--- config.mk ---
export PLATFORM = sky130hd
export DESIGN_NAME = spi_burst_transmitter
export DESIGN_NICKNAME = d
export VERILOG_FILES = /design/src/rtl/spi_burst_transmitter.sv
export SDC_FILE = /design/constraint.sdc
export NUM_CORES = 1
export LEC_CHECK = 0
export ABC_AREA = 1
export CORE_UTILIZATION = 45
export DETAILED_ROUTE_END_ITERATION = 8
export GPL_ROUTABILITY_DRIVEN = 0
export PLACE_DENSITY = 0.74
export SLEW_MARGIN = 15
export SYNTH_ARGS = -nofsm -noshare
export SYNTH_HDL_FRONTEND = slang
export SYNTH_SLANG_ARGS = --single-unit
--- constraint.sdc ---
create_clock -name clock -period 3.7 [get_ports clock]
set_input_delay 0.925 -clock clock [delete_from_list [all_inputs] [get_ports clock]]
set_output_delay 0.925 -clock clock [all_outputs]
set_load 0.005 [all_outputs]
--- src/rtl/spi_burst_transmitter.sv ---
// Burst-write feeder for spi_master: buffers words in a FIFO and
// streams one word per burst_data_ready pulse once a burst is launched.
module spi_burst_transmitter #(
    parameter int DATA_WIDTH    = 16,
    parameter int ADDRESS_WIDTH = 15,
    parameter int FIFO_DEPTH    = 16
) (
    input  logic                            clock,
    input  logic                            reset,
    input  logic                            write_enable,
    input  logic [DATA_WIDTH-1:0]           write_data,
    input  logic                            start,
    input  logic [ADDRESS_WIDTH-1:0]        start_address,
    input  logic [15:0]                     burst_count,
    input  logic                            spi_busy,
    input  logic                            spi_burst_data_ready,
    output logic                            spi_enable,
    output logic                            spi_burst_enable,
    output logic                            spi_read_write,
    output logic [ADDRESS_WIDTH-1:0]        spi_address,
    output logic [15:0]                     spi_burst_count,
    output logic [DATA_WIDTH-1:0]           spi_data,
    output logic [$clog2(FIFO_DEPTH):0]     fifo_level,
    output logic                            fifo_full,
    output logic                            busy,
    output logic                            done,
    output logic                            error
);

    localparam int PW = $clog2(FIFO_DEPTH);
    localparam int LW = PW + 1;

    typedef enum logic [1:0] {
        IDLE,
        LAUNCH,
        STREAM,
        WAIT_DONE
    } state_t;

    state_t                  state;
    logic [DATA_WIDTH-1:0]   mem [FIFO_DEPTH];
    logic [PW-1:0]           read_pointer;
    logic [PW-1:0]           write_pointer;
    logic [15:0]             remaining;
    logic                    pop;
    logic                    push;
    logic                    overflow;
    logic                    start_ok;
    logic                    start_bad;

    assign spi_read_write = 1'b0;
    assign spi_data       = mem[read_pointer];
    assign fifo_full      = (fifo_level == LW'(FIFO_DEPTH));

    // A pop in the same cycle frees a slot, so a push into a full FIFO is legal then
    assign pop       = (state == STREAM) && spi_burst_data_ready && (remaining != 16'd0);
    assign push      = write_enable && (!fifo_full || pop);
    assign overflow  = write_enable && fifo_full && !pop;
    assign start_ok  = start && (state == IDLE) && (burst_count != 16'd0)
                       && (burst_count <= 16'(fifo_level));
    assign start_bad = start && (state == IDLE) && !start_ok;

    always_ff @(posedge clock) begin
        if (reset) begin
            for (int i = 0; i < FIFO_DEPTH; i++) mem[i] <= '0;
            write_pointer <= '0;
            read_pointer  <= '0;
            fifo_level    <= '0;
        end else begin
            if (push) begin
                mem[write_pointer] <= write_data;
                write_pointer      <= write_pointer + 1'b1;
            end
            if (pop) read_pointer <= read_pointer + 1'b1;
            case ({push, pop})
                2'b10:   fifo_level <= fifo_level + 1'b1;
                2'b01:   fifo_level <= fifo_level - 1'b1;
                default: fifo_level <= fifo_level;
            endcase
        end
    end

    always_ff @(posedge clock) begin
        if (reset) begin
            state            <= IDLE;
            remaining        <= '0;
            spi_address      <= '0;
            spi_burst_count  <= '0;
            spi_enable       <= 1'b0;
            spi_burst_enable <= 1'b0;
            busy             <= 1'b0;
            done             <= 1'b0;
            error            <= 1'b0;
        end else begin
            done  <= 1'b0;
            error <= overflow || start_bad;
            case (state)
                IDLE: begin
                    if (start_ok) begin
                        spi_address      <= start_address;
                        spi_burst_count  <= burst_count;
                        remaining        <= burst_count;
                        spi_enable       <= 1'b1;
                        spi_burst_enable <= 1'b1;
                        busy             <= 1'b1;
                        state            <= LAUNCH;
                    end
                end
                LAUNCH: begin
                    if (spi_busy) begin
                        spi_enable <= 1'b0;
                        state      <= STREAM;
                    end
                end
                STREAM: begin
                    if (pop) begin
                        remaining <= remaining - 16'd1;
                        if (remaining == 16'd1) begin
                            spi_burst_enable <= 1'b0;
                            state            <= WAIT_DONE;
                        end
                    end
                end
                WAIT_DONE: begin
                    if (!spi_busy) begin
                        done  <= 1'b1;
                        busy  <= 1'b0;
                        state <= IDLE;
                    end
                end
                default: state <= IDLE;
            endcase
        end
    end

endmodule

==> results.py, run 1 <==
metrics = {
    "critical_path": {
        "cp_slowest_cell": "clkinv_1",
        "crit_path_cell_trace": "clkinv_1 -> o211ai_1 -> nand3_1 -> nand2_1 -> clkdlybuf4s50_1",
        "worstRegToRegCells": 18,
        "crit_fanout": 17,
        "crit_arrival_ns": 2.68,
        "ff2ff_setup_slack_ns": 0.83,
        "criticalPathCategory": "flip-flop to output port",
        "reg2reg_from": "remaining[0]$_SDFFE_PP0P_",
        "slowest_delay_ns": 0.52,
        "cp-end-kind": "output port",
        "required_ns": 2.77,
        "r2r_end": "fifo_level[4]$_SDFFE_PP0P_",
        "crit_path_start_kind": "flip-flop",
    },
    "finish": {
        "postLayoutCoreUtil_pct": 54.1,
        "drive_above_1_share_pct": 11.1,
        "antennaDiodeCount": 0,
        "area_growth_pct": 17.9,
        "multiInputGateArea_sq_um": 5290,
        "nets": 1718,
        "fillers": 2871,
        "seq_area_sq_um": 9110,
    },
    "synthesis": {
        "synth_edf_count": 256,
        "netlist_top_cells_count": "nor2_1, edfxtp_1, inv_1",
        "postSynthNetCount": 1619,
        "synth.area.top_cells": "edfxtp_1, dfxtp_1, nor2_1",
        "synth_async_sr_flop_share_pct": 0,
        "yosysSeqAreaShare_pct": 58.9,
        "synth_top_area_share_pct": 49.7,
        "yosysMostFrequentCell": "nor2_1",
        "yosysTopAreaCell": "edfxtp_1",
        "synthCells": 1545,
        "yosysWarnings": 0,
        "synth_area_sq_um": 15500,
        "netlist-cell-type-count": 40,
        "ys_ff_latch": 327,
        "dominantRegCellSynth": "edfxtp_1",
        "avgSynthCellArea_sq_um": 10.0,
    },
    "outcome": {
        "outcome": "finished clean",
    },
    "timing": {
        "slew_headroom_pct": 30.0,
        "period_share_pct": 97.3,
        "maxSlewViolCount": 0,
        "rsz0062_at_grt": "no",
        "fmax_mhz": 278,
        "worstMarginPinSlew_ns": 1.05,
        "finalSetupViolCount": 0,
        "fin_crit_ns": 3.60,
        "tns_ns": 0,
        "fin_worst_skew_ns": 0.0180,
        "final_hold_viol_count": 0,
    },
    "placement": {
        "post-dp-hpwl_microns": 25300,
        "port_buffers": 110,
    },
    "clock_network": {
        "cts.clk_slew.worst_paths_ns": 0.06,
        "h-tree-depth": 2,
        "clk_latency_ns": 0.53,
        "cts_num_sinks": 327,
        "clockBufferDepth": 3,
        "cts_tree": "done",
        "cts_root_buf": "clkbuf_16",
        "numCtsBuffers": 36,
    },
    "hold_path": {
        "hold_depth": 2,
        "hp-class": "flip-flop to flip-flop",
        "hold_end": "spi_burst_count[6]$_SDFFE_PP0P_",
        "hp-start": "spi_burst_count[6]$_SDFFE_PP0P_",
    },
    "pwr": {
        "peakVddDrop_uv": 316,
        "pwr-share-seq_pct": 42.2,
        "internal-power_mw": 7.13,
        "netSwitchingFraction_pct": 30.5,
        "p_per_area_nw_per_um2": 563,
        "p_switching_mw": 3.13,
        "comb_power_share_pct": 23.6,
        "p_leak_nw": 6.94,
        "pwr-share-clk_pct": 34.1,
    },
    "floorplanning": {
        "rows": 67,
        "die_h_microns": 187,
        "die_area_sq_um": 35100,
        "core_sq_um": 33700,
        "start_util_pct": 45.9,
        "ios": 112,
        "die_w_microns": 187,
    },
    "route": {
        "drc": 0,
        "first_pass_iters": 6,
        "via_per_inst": 5.45,
        "drt_iter0_markers": 1097,
        "wl_per_cell_microns": 18.4,
        "ant_nets": 0,
        "drt-total-wl_microns": 39000,
        "vias": 11500,
    },
    "grt": {
        "grt_max_degree": 50,
        "grt_pass1_vias": 11100,
        "grt_overflow_total": 0,
        "grt_pass1_wl_microns": 59800,
        "antenna_found_initial": 0,
        "grtUsageTotal_pct": 21.8,
    },
    "job": {
        "maxCapViolations": 0,
    },
}
[power groups by stage]
stage               Combinational, mW  Sequential [mW]  Clock, mW
floorplan                        1.62             4.35          0
global placement                 2.33             4.40          0
detailed placement               2.37             4.41          0
CTS                              2.39             4.34       3.54
global route                     2.68             4.36       3.68
finish                           2.42             4.34       3.50
[layout by cell type, fill, tap and decap left out, types with 5 or more instances in the layout]
cell	n
nor2_1	285
clkbuf_1	6
a21oi_1	119
ha_1	20
nor2_2	48
o21ai_0	122
buf_4	48
inv_1	145
clkdlybuf4s50_1	110
clkinv_2	6
nand4_1	6
clkbuf_16	36
nand3_4	12
nand3_2	6
nand3_1	64
nand2_1	129
edfxtp_1	256
nor3_1	5
mux2i_1	64
clkinv_1	7
o211ai_1	64
dfxtp_1	68
[worst max-delay path by stage]
stage | from | endpoint | slack, ns | depth (start not counted)
floorplan | spi_burst_data_ready | mem[5][0]$_SDFFCE_PN0P_ | 1.0 | 8
global placement | spi_burst_data_ready | mem[1][6]$_SDFFCE_PN0P_ | 0.49 | 7
detailed placement | spi_burst_data_ready | fifo_level[4]$_SDFFE_PP0P_ | 0.40 | 14
CTS | flip-flop | spi_data[8] | 0.05 | 6
global route | flip-flop | spi_data[6] | 0.005 | 7
finish | flip-flop | spi_data[5] | 0.1 | 5
[stage by stage]
step / instance area, sq um / cells / setup WS [ns] / hold WS [ns] / total power [mW]
after global routing: 18200 / 2117 / 0.00513 / 0.476 / 10.7
after floorplan: 15500 / 1545 / 1.00 / 0.435 / 5.97
final: 18200 / 2117 / 0.0988 / 0.460 / 10.3
after global placement: 17100 / 2053 / 0.493 / 0.442 / 6.73
after detailed placement: 17100 / 2053 / 0.399 / 0.447 / 6.79
after CTS: 18200 / 2116 / 0.0468 / 0.462 / 10.3
[registers in the layout, summed over array words and instances, names as in the netlist, named ones only]
register / cells
fifo_level: 5
write_pointer: 4
spi_address: 15
done: 1
remaining: 16
error: 1
mem: 256
spi_burst_count: 16
state: 2
spi_enable: 1
busy: 1
spi_burst_enable: 1
read_pointer: 4
[repair_timing]
item	in CTS	in global routing
setup endpoints to repair	0	11
hold buffers	0	0
buffers inserted	0	1
gates resized for setup	0	3
[logic make-up (layout without fill, tap and decap cells)]
logic type | after synthesis | after routing | synth area share (%)
AND/OR/NAND/NOR | 561 | 561 | 16.6
flip-flops | 327 | 327 | 58.9
AO/OA/AOI/OAI | 312 | 312 | 11.3
buffers and inverters | 253 | 377 | 6.88
multiplexers | 64 | 64 | 4.14
adder cells (fa/ha/maj) | 21 | 21 | 1.75
XOR/XNOR | 6 | 6 | 0.340
other | 1 | 1 | 0.0243
[worst max-delay path, delay by kind of cell (launching register included)]
family	cells	cell delay [ns]
DFF	1	0.33
buffers and inverters	2	1.03
AOI/OAI and AO/OA	1	0.46
and+or+nand+nor	2	0.33
[metal layers]
metal	wire length, microns	global-route usage [%]
met5	0	0
met4	1440	8.92
met3	3080	3.88
met2	19200	37.3
met1	15300	27.2
[final cells by class]
type	count	area share [%]
clock buffer	43	5.14
clock inverter	20	1.12
inverter	151	3.14
multi-input combinational	965	29.0
sequential	327	50.0
tap	448	3.08
timing repair buffer	163	8.47
Note: power is estimated with default switching activity, not from simulation.
==> inputs of run 2 (changes only) <==
Clock period 3.7 ns to 4.6 ns, I/O delays scaled along.
==> results.py, run 2 (synthesized netlist as in run 1, its figures left out) <==
metrics = {
    "outcome": {
        "outcome": "finished clean",
    },
    "grt": {
        "grt_pass1_wl_microns": 62700,
        "grt_use_met1_pct": 30.3,
        "grt_overflow_total": 0,
        "top_usage_layer": "met2",
        "grtUsageTotal_pct": 23.2,
        "antenna_found_initial": 0,
        "grt_use_met3_pct": 4.07,
        "grtUsageMet2_pct": 38.9,
        "grt_max_degree": 65,
        "grt_pass1_vias": 11100,
    },
    "timing": {
        "hold_slack_ns": 0.456,
        "fin_crit_ns": 4.12,
        "period_share_pct": 89.6,
        "layout_setup_ws_ns": 0.479,
        "tns_ns": 0,
        "maxSlewViolCount": 0,
        "fmax_mhz": 243,
        "rsz0062_at_grt": "no",
        "worstMarginPinSlew_ns": 1.14,
        "final_hold_viol_count": 0,
        "fin_worst_skew_ns": 0.0255,
        "slew_headroom_pct": 24.2,
        "finalSetupViolCount": 0,
    },
    "route": {
        "wl_per_cell_microns": 19.6,
        "via_per_inst": 5.55,
        "drc": 0,
        "drt-total-wl_microns": 41100,
        "first_pass_iters": 8,
        "vias": 11600,
        "drt_iter0_markers": 1551,
        "ant_nets": 0,
    },
    "floorplanning": {
        "die_area_sq_um": 35100,
        "core_sq_um": 33700,
        "die_h_microns": 187,
        "die_w_microns": 187,
        "start_util_pct": 45.9,
        "rows": 67,
        "ios": 112,
    },
    "job": {
        "maxCapViolations": 0,
    },
    "pwr": {
        "p_switching_mw": 2.54,
        "pwr-share-seq_pct": 43.2,
        "comb_power_share_pct": 24.3,
        "pwr-share-clk_pct": 32.5,
        "internal-power_mw": 5.55,
        "peakVddDrop_uv": 247,
        "netSwitchingFraction_pct": 31.4,
        "p_per_area_nw_per_um2": 451,
        "p_leak_nw": 6.78,
    },
    "critical_path": {
        "criticalPathCategory": "flip-flop to output port",
        "reg2reg_from": "remaining[0]$_SDFFE_PP0P_",
        "endpoint": "spi_data[1]",
        "ff2ff_setup_slack_ns": 1.31,
        "required_ns": 3.45,
        "crit_fanout": 41,
        "cp-end-kind": "output port",
        "crit_arrival_ns": 2.97,
        "crit_path_start_kind": "flip-flop",
        "r2r_end": "mem[4][4]$_SDFFCE_PN0P_",
        "worstRegToRegCells": 11,
    },
    "hold_path": {
        "hp-class": "flip-flop to flip-flop",
        "hp-start": "spi_burst_count[6]$_SDFFE_PP0P_",
    },
    "clock_network": {
        "clk_latency_ns": 0.53,
        "post_cts_resized": 0,
        "cts_setup_buffers": 0,
        "h-tree-depth": 2,
        "cts_num_sinks": 327,
        "clockBufferDepth": 3,
        "cts_root_buf": "clkbuf_16",
        "numCtsBuffers": 35,
        "cts.clk_slew.worst_paths_ns": 0.06,
        "cts_hold_buf": 0,
        "cts_tree": "done",
    },
    "finish": {
        "reg_top3": "mem x256, remaining x16, spi_burst_count x16",
        "antennaDiodeCount": 0,
        "area_growth_pct": 16.0,
        "fin_area_sq_um": 17900,
        "largest_reg_flops": 256,
        "top_register": "mem",
        "final_cell_mix": "nor2_1, edfxtp_1, inv_1, nand2_1, o21ai_0",
        "multiInputGateArea_sq_um": 5290,
        "nets": 1695,
        "fillers": 2928,
        "final_common_cell": "nor2_1",
        "seq_area_sq_um": 9110,
        "drive_above_1_share_pct": 9.78,
    },
    "placement": {
        "post-dp-hpwl_microns": 27300,
        "port_buffers": 110,
        "place_area_sq_um": 16900,
        "place_ws_ns": 0.605,
    },
}
==> run 2: cell count changes in the layout (fill, tap and decap cells not counted) <==
cell,previous run,this run
buf_6,2,0
inv_2,3,4
clkbuf_16,36,35
clkinv_16,0,1
inv_4,2,1
buf_4,48,31
buf_12,3,0
bufinv_16,3,1
clkinv_2,6,8
inv_6,2,1
inv_16,1,0
clkinv_1,7,8
==> run 2: layout make-up <==
cell class | instances | area share [%]
Clock inverter | 20 | 0.886
Multi-Input combinational cell | 965 | 29.5
Clock buffer | 42 | 5.09
Timing Repair Buffer | 141 | 7.44
Inverter | 151 | 3.17
Tap cell | 448 | 3.13
Sequential cell | 327 | 50.8
==> run 2: per-layer routing <==
metal | part of all wire, % | routed length (microns)
met1 | 39 | 16200
met2 | 48 | 19700
met3 | 9.4 | 3870
met4 | 3.3 | 1380
met5 | 0 | 0
==> run 2: worst min path at each step <==
stage               slack, ns  depth (start not counted)                          endpoint
finish                   0.46                          2   spi_burst_count[6]$_SDFFE_PP0P_
global route             0.47                          2   spi_burst_count[7]$_SDFFE_PP0P_
CTS                      0.46                          2   spi_burst_count[7]$_SDFFE_PP0P_
global placement         0.44                          2   spi_burst_count[5]$_SDFFE_PP0P_
floorplan                0.44                          1                         flip-flop
detailed placement       0.45                          2  spi_burst_count[15]$_SDFFE_PP0P_
==> run 2: power by group through the flow <==
stage / Combinational, mW / Sequential (mW) / Clock [mW]
floorplan: 1.31 / 3.50 / 0
global placement: 1.88 / 3.55 / 0
detailed placement: 1.92 / 3.55 / 0
CTS: 1.94 / 3.49 / 2.65
global route: 2.16 / 3.52 / 2.77
finish: 1.97 / 3.49 / 2.63
==> run 2: worst max-delay path, stage by stage, from the launching register on <==
cell             delay, ns
dfxtp_4               0.63
buf_4                 0.51
mux2i_1               0.14
o211ai_1              0.26
o211ai_1              0.23
nand2_1               0.14
clkdlybuf4s50_1       0.52
==> run 2: per-stage QoR <==
| stage | total power, mW | std cells | utilization (%) |
|---|---|---|---|
| global route | 8.45 | 2094 | 53.2 |
| detailed placement | 5.48 | 2032 | 50.0 |
| CTS | 8.08 | 2094 | 53.2 |
| floorplan | 4.80 | 1545 | - |
| global placement | 5.43 | 2032 | 50.0 |
| finish | 8.09 | 2094 | 53.2 |
==> inputs of run 3 (changes only) <==
Settings changed: CORE_UTILIZATION 45 to 35, PLACE_DENSITY 0.74 to default.
==> results.py, run 3 (synthesized netlist as in run 1, its figures left out) <==
metrics = {
    "outcome": {
        "outcome": "finished clean",
    },
    "hold_path": {
        "hp-class": "flip-flop to flip-flop",
        "hp-start": "spi_burst_count[14]$_SDFFE_PP0P_",
    },
    "critical_path": {
        "crit_path_start_kind": "flip-flop",
        "criticalPathCategory": "flip-flop to output port",
        "crit_arrival_ns": 3.13,
        "cp_top_family": "buffers and inverters",
        "crit_fanout": 48,
        "reg2reg_from": "remaining[0]$_SDFFE_PP0P_",
        "slowest_delay_ns": 0.81,
        "required_ns": 3.45,
        "crit_buf_inv": 3,
        "cp_slowest_cell": "dfxtp_4",
        "worst_path_most_repeated_cell": "o211ai_1",
        "crit_path_cell_trace": "buf_12 -> buf_4 -> mux2i_1 -> o211ai_1 -> o211ai_1 -> nand2_1 -> clkdlybuf4s50_1",
        "cp-end-kind": "output port",
    },
    "clock_network": {
        "clk_latency_ns": 0.55,
        "cts_setup_buffers": 0,
        "cts_hold_buf": 0,
        "clockBufferDepth": 3,
        "cts.clk_slew.worst_paths_ns": 0.06,
        "numCtsBuffers": 38,
        "cts_num_sinks": 327,
        "cts_root_buf": "clkbuf_16",
        "h-tree-depth": 2,
        "cts_tree": "done",
        "post_cts_resized": 0,
    },
    "timing": {
        "hold_slack_ns": 0.453,
        "final_hold_viol_count": 0,
        "rsz0062_at_grt": "no",
        "worstMarginPinSlew_ns": 1.17,
        "tns_ns": 0,
        "fin_crit_ns": 4.28,
        "maxSlewViolCount": 0,
        "period_share_pct": 92.9,
        "slew_headroom_pct": 21.8,
        "fin_worst_skew_ns": 0.0337,
        "fmax_mhz": 234,
        "finalSetupViolCount": 0,
    },
    "grt": {
        "grtUsageTotal_pct": 19.6,
        "grt_overflow_total": 0,
        "grt_max_degree": 65,
        "grt_pass1_wl_microns": 65600,
        "grt_pass1_vias": 11100,
        "antenna_found_initial": 0,
    },
    "route": {
        "ant_nets": 0,
        "met2_length_microns": 21300,
        "wl_per_cell_microns": 19.7,
        "routed.top_layer": "met4",
        "vias": 11500,
        "drt-total-wl_microns": 44300,
        "first_pass_iters": 5,
        "via_per_inst": 5.14,
        "drc": 0,
        "wl_met1_microns": 18500,
        "drt_iter0_markers": 1159,
        "route.met3.wl_microns": 3410,
    },
    "job": {
        "maxCapViolations": 0,
    },
    "pwr": {
        "peakVddDrop_uv": 261,
        "p_leak_nw": 6.90,
        "p_per_area_nw_per_um2": 461,
    },
    "floorplanning": {
        "die_h_microns": 212,
        "die_w_microns": 212,
        "start_util_pct": 35.7,
        "core_sq_um": 43400,
        "rows": 76,
        "die_area_sq_um": 45000,
        "ios": 112,
    },
    "finish": {
        "final_common_cell": "nor2_1",
        "nets": 1706,
        "reg_top3": "mem x256, remaining x16, spi_burst_count x16",
        "top_register": "mem",
        "area_growth_pct": 18.5,
        "final_cell_mix": "nor2_1, edfxtp_1, inv_1, nand2_1, o21ai_0",
        "drive_above_1_share_pct": 10.5,
        "fillers": 4218,
        "antennaDiodeCount": 0,
        "largest_reg_flops": 256,
    },
    "placement": {
        "post-dp-hpwl_microns": 28900,
        "port_buffers": 110,
    },
}
[run 3: cell count changes in the layout (fill, tap and decap cells not counted)]
cell	previous run	this run
buf_12	0	2
buf_4	31	37
bufinv_16	1	3
clkbuf_1	6	7
clkbuf_16	35	38
clkinv_1	8	7
clkinv_16	1	0
clkinvlp_4	1	0
inv_6	1	4
[run 3: metrics by stage]
step | total power [mW] | util [%] | cells | setup slack [ns] | instance area [sq um]
2_1_floorplan | 4.80 | - | 1545 | 1.67 | 15500
3_3_place_gp | 5.52 | 39.5 | 2177 | 0.731 | 17100
3_5_place_dp | 5.54 | 39.5 | 2177 | 0.705 | 17100
4_1_cts | 8.48 | 42.2 | 2245 | 0.369 | 18300
5_1_grt | 8.80 | 42.2 | 2245 | 0.238 | 18300
6_report | 8.44 | 42.2 | 2245 | 0.325 | 18300
[run 3: final cells by class]
cell class	instances	area, sq um	share of cell area, %
Clock inverter	22	204	1.11
Inverter	151	569	3.11
Clock buffer	46	991	5.41
Multi-Input combinational cell	965	5290	28.9
Sequential cell	327	9110	49.8
Timing Repair Buffer	149	1420	7.75
Tap cell	585	732	4.00
[run 3: per-layer routing]
metal	vias to the layer above	track usage, %
li1	5429	-
met1	5578	25.4
met3	72	3.97
met5	-	0
met4	0	6.12
met2	466	33.0
[run 3: worst paths after layout]
check                                           to  slack, ns  depth (start not counted)
setup / recovery                       spi_data[1]       0.32                          7
hold / removal    spi_burst_count[14]$_SDFFE_PP0P_       0.45                          2
setup reg to reg          mem[4][11]$_SDFFCE_PN0P_       1.39                         11
hold reg to reg   spi_burst_count[14]$_SDFFE_PP0P_       0.45                          2
[run 3: where the power goes]
group / total (mW) / internal (mW) / switching [mW]
registers: 3.51 / 3.36 / 0.147
logic: 2.00 / 0.729 / 1.27
clock network: 2.94 / 1.71 / 1.23
[run 3: tightest hold or removal path: stages (launching register included)]
cell	delay [ns]
dfxtp_1	0.30
nand3_1	0.07
inv_1	0.03
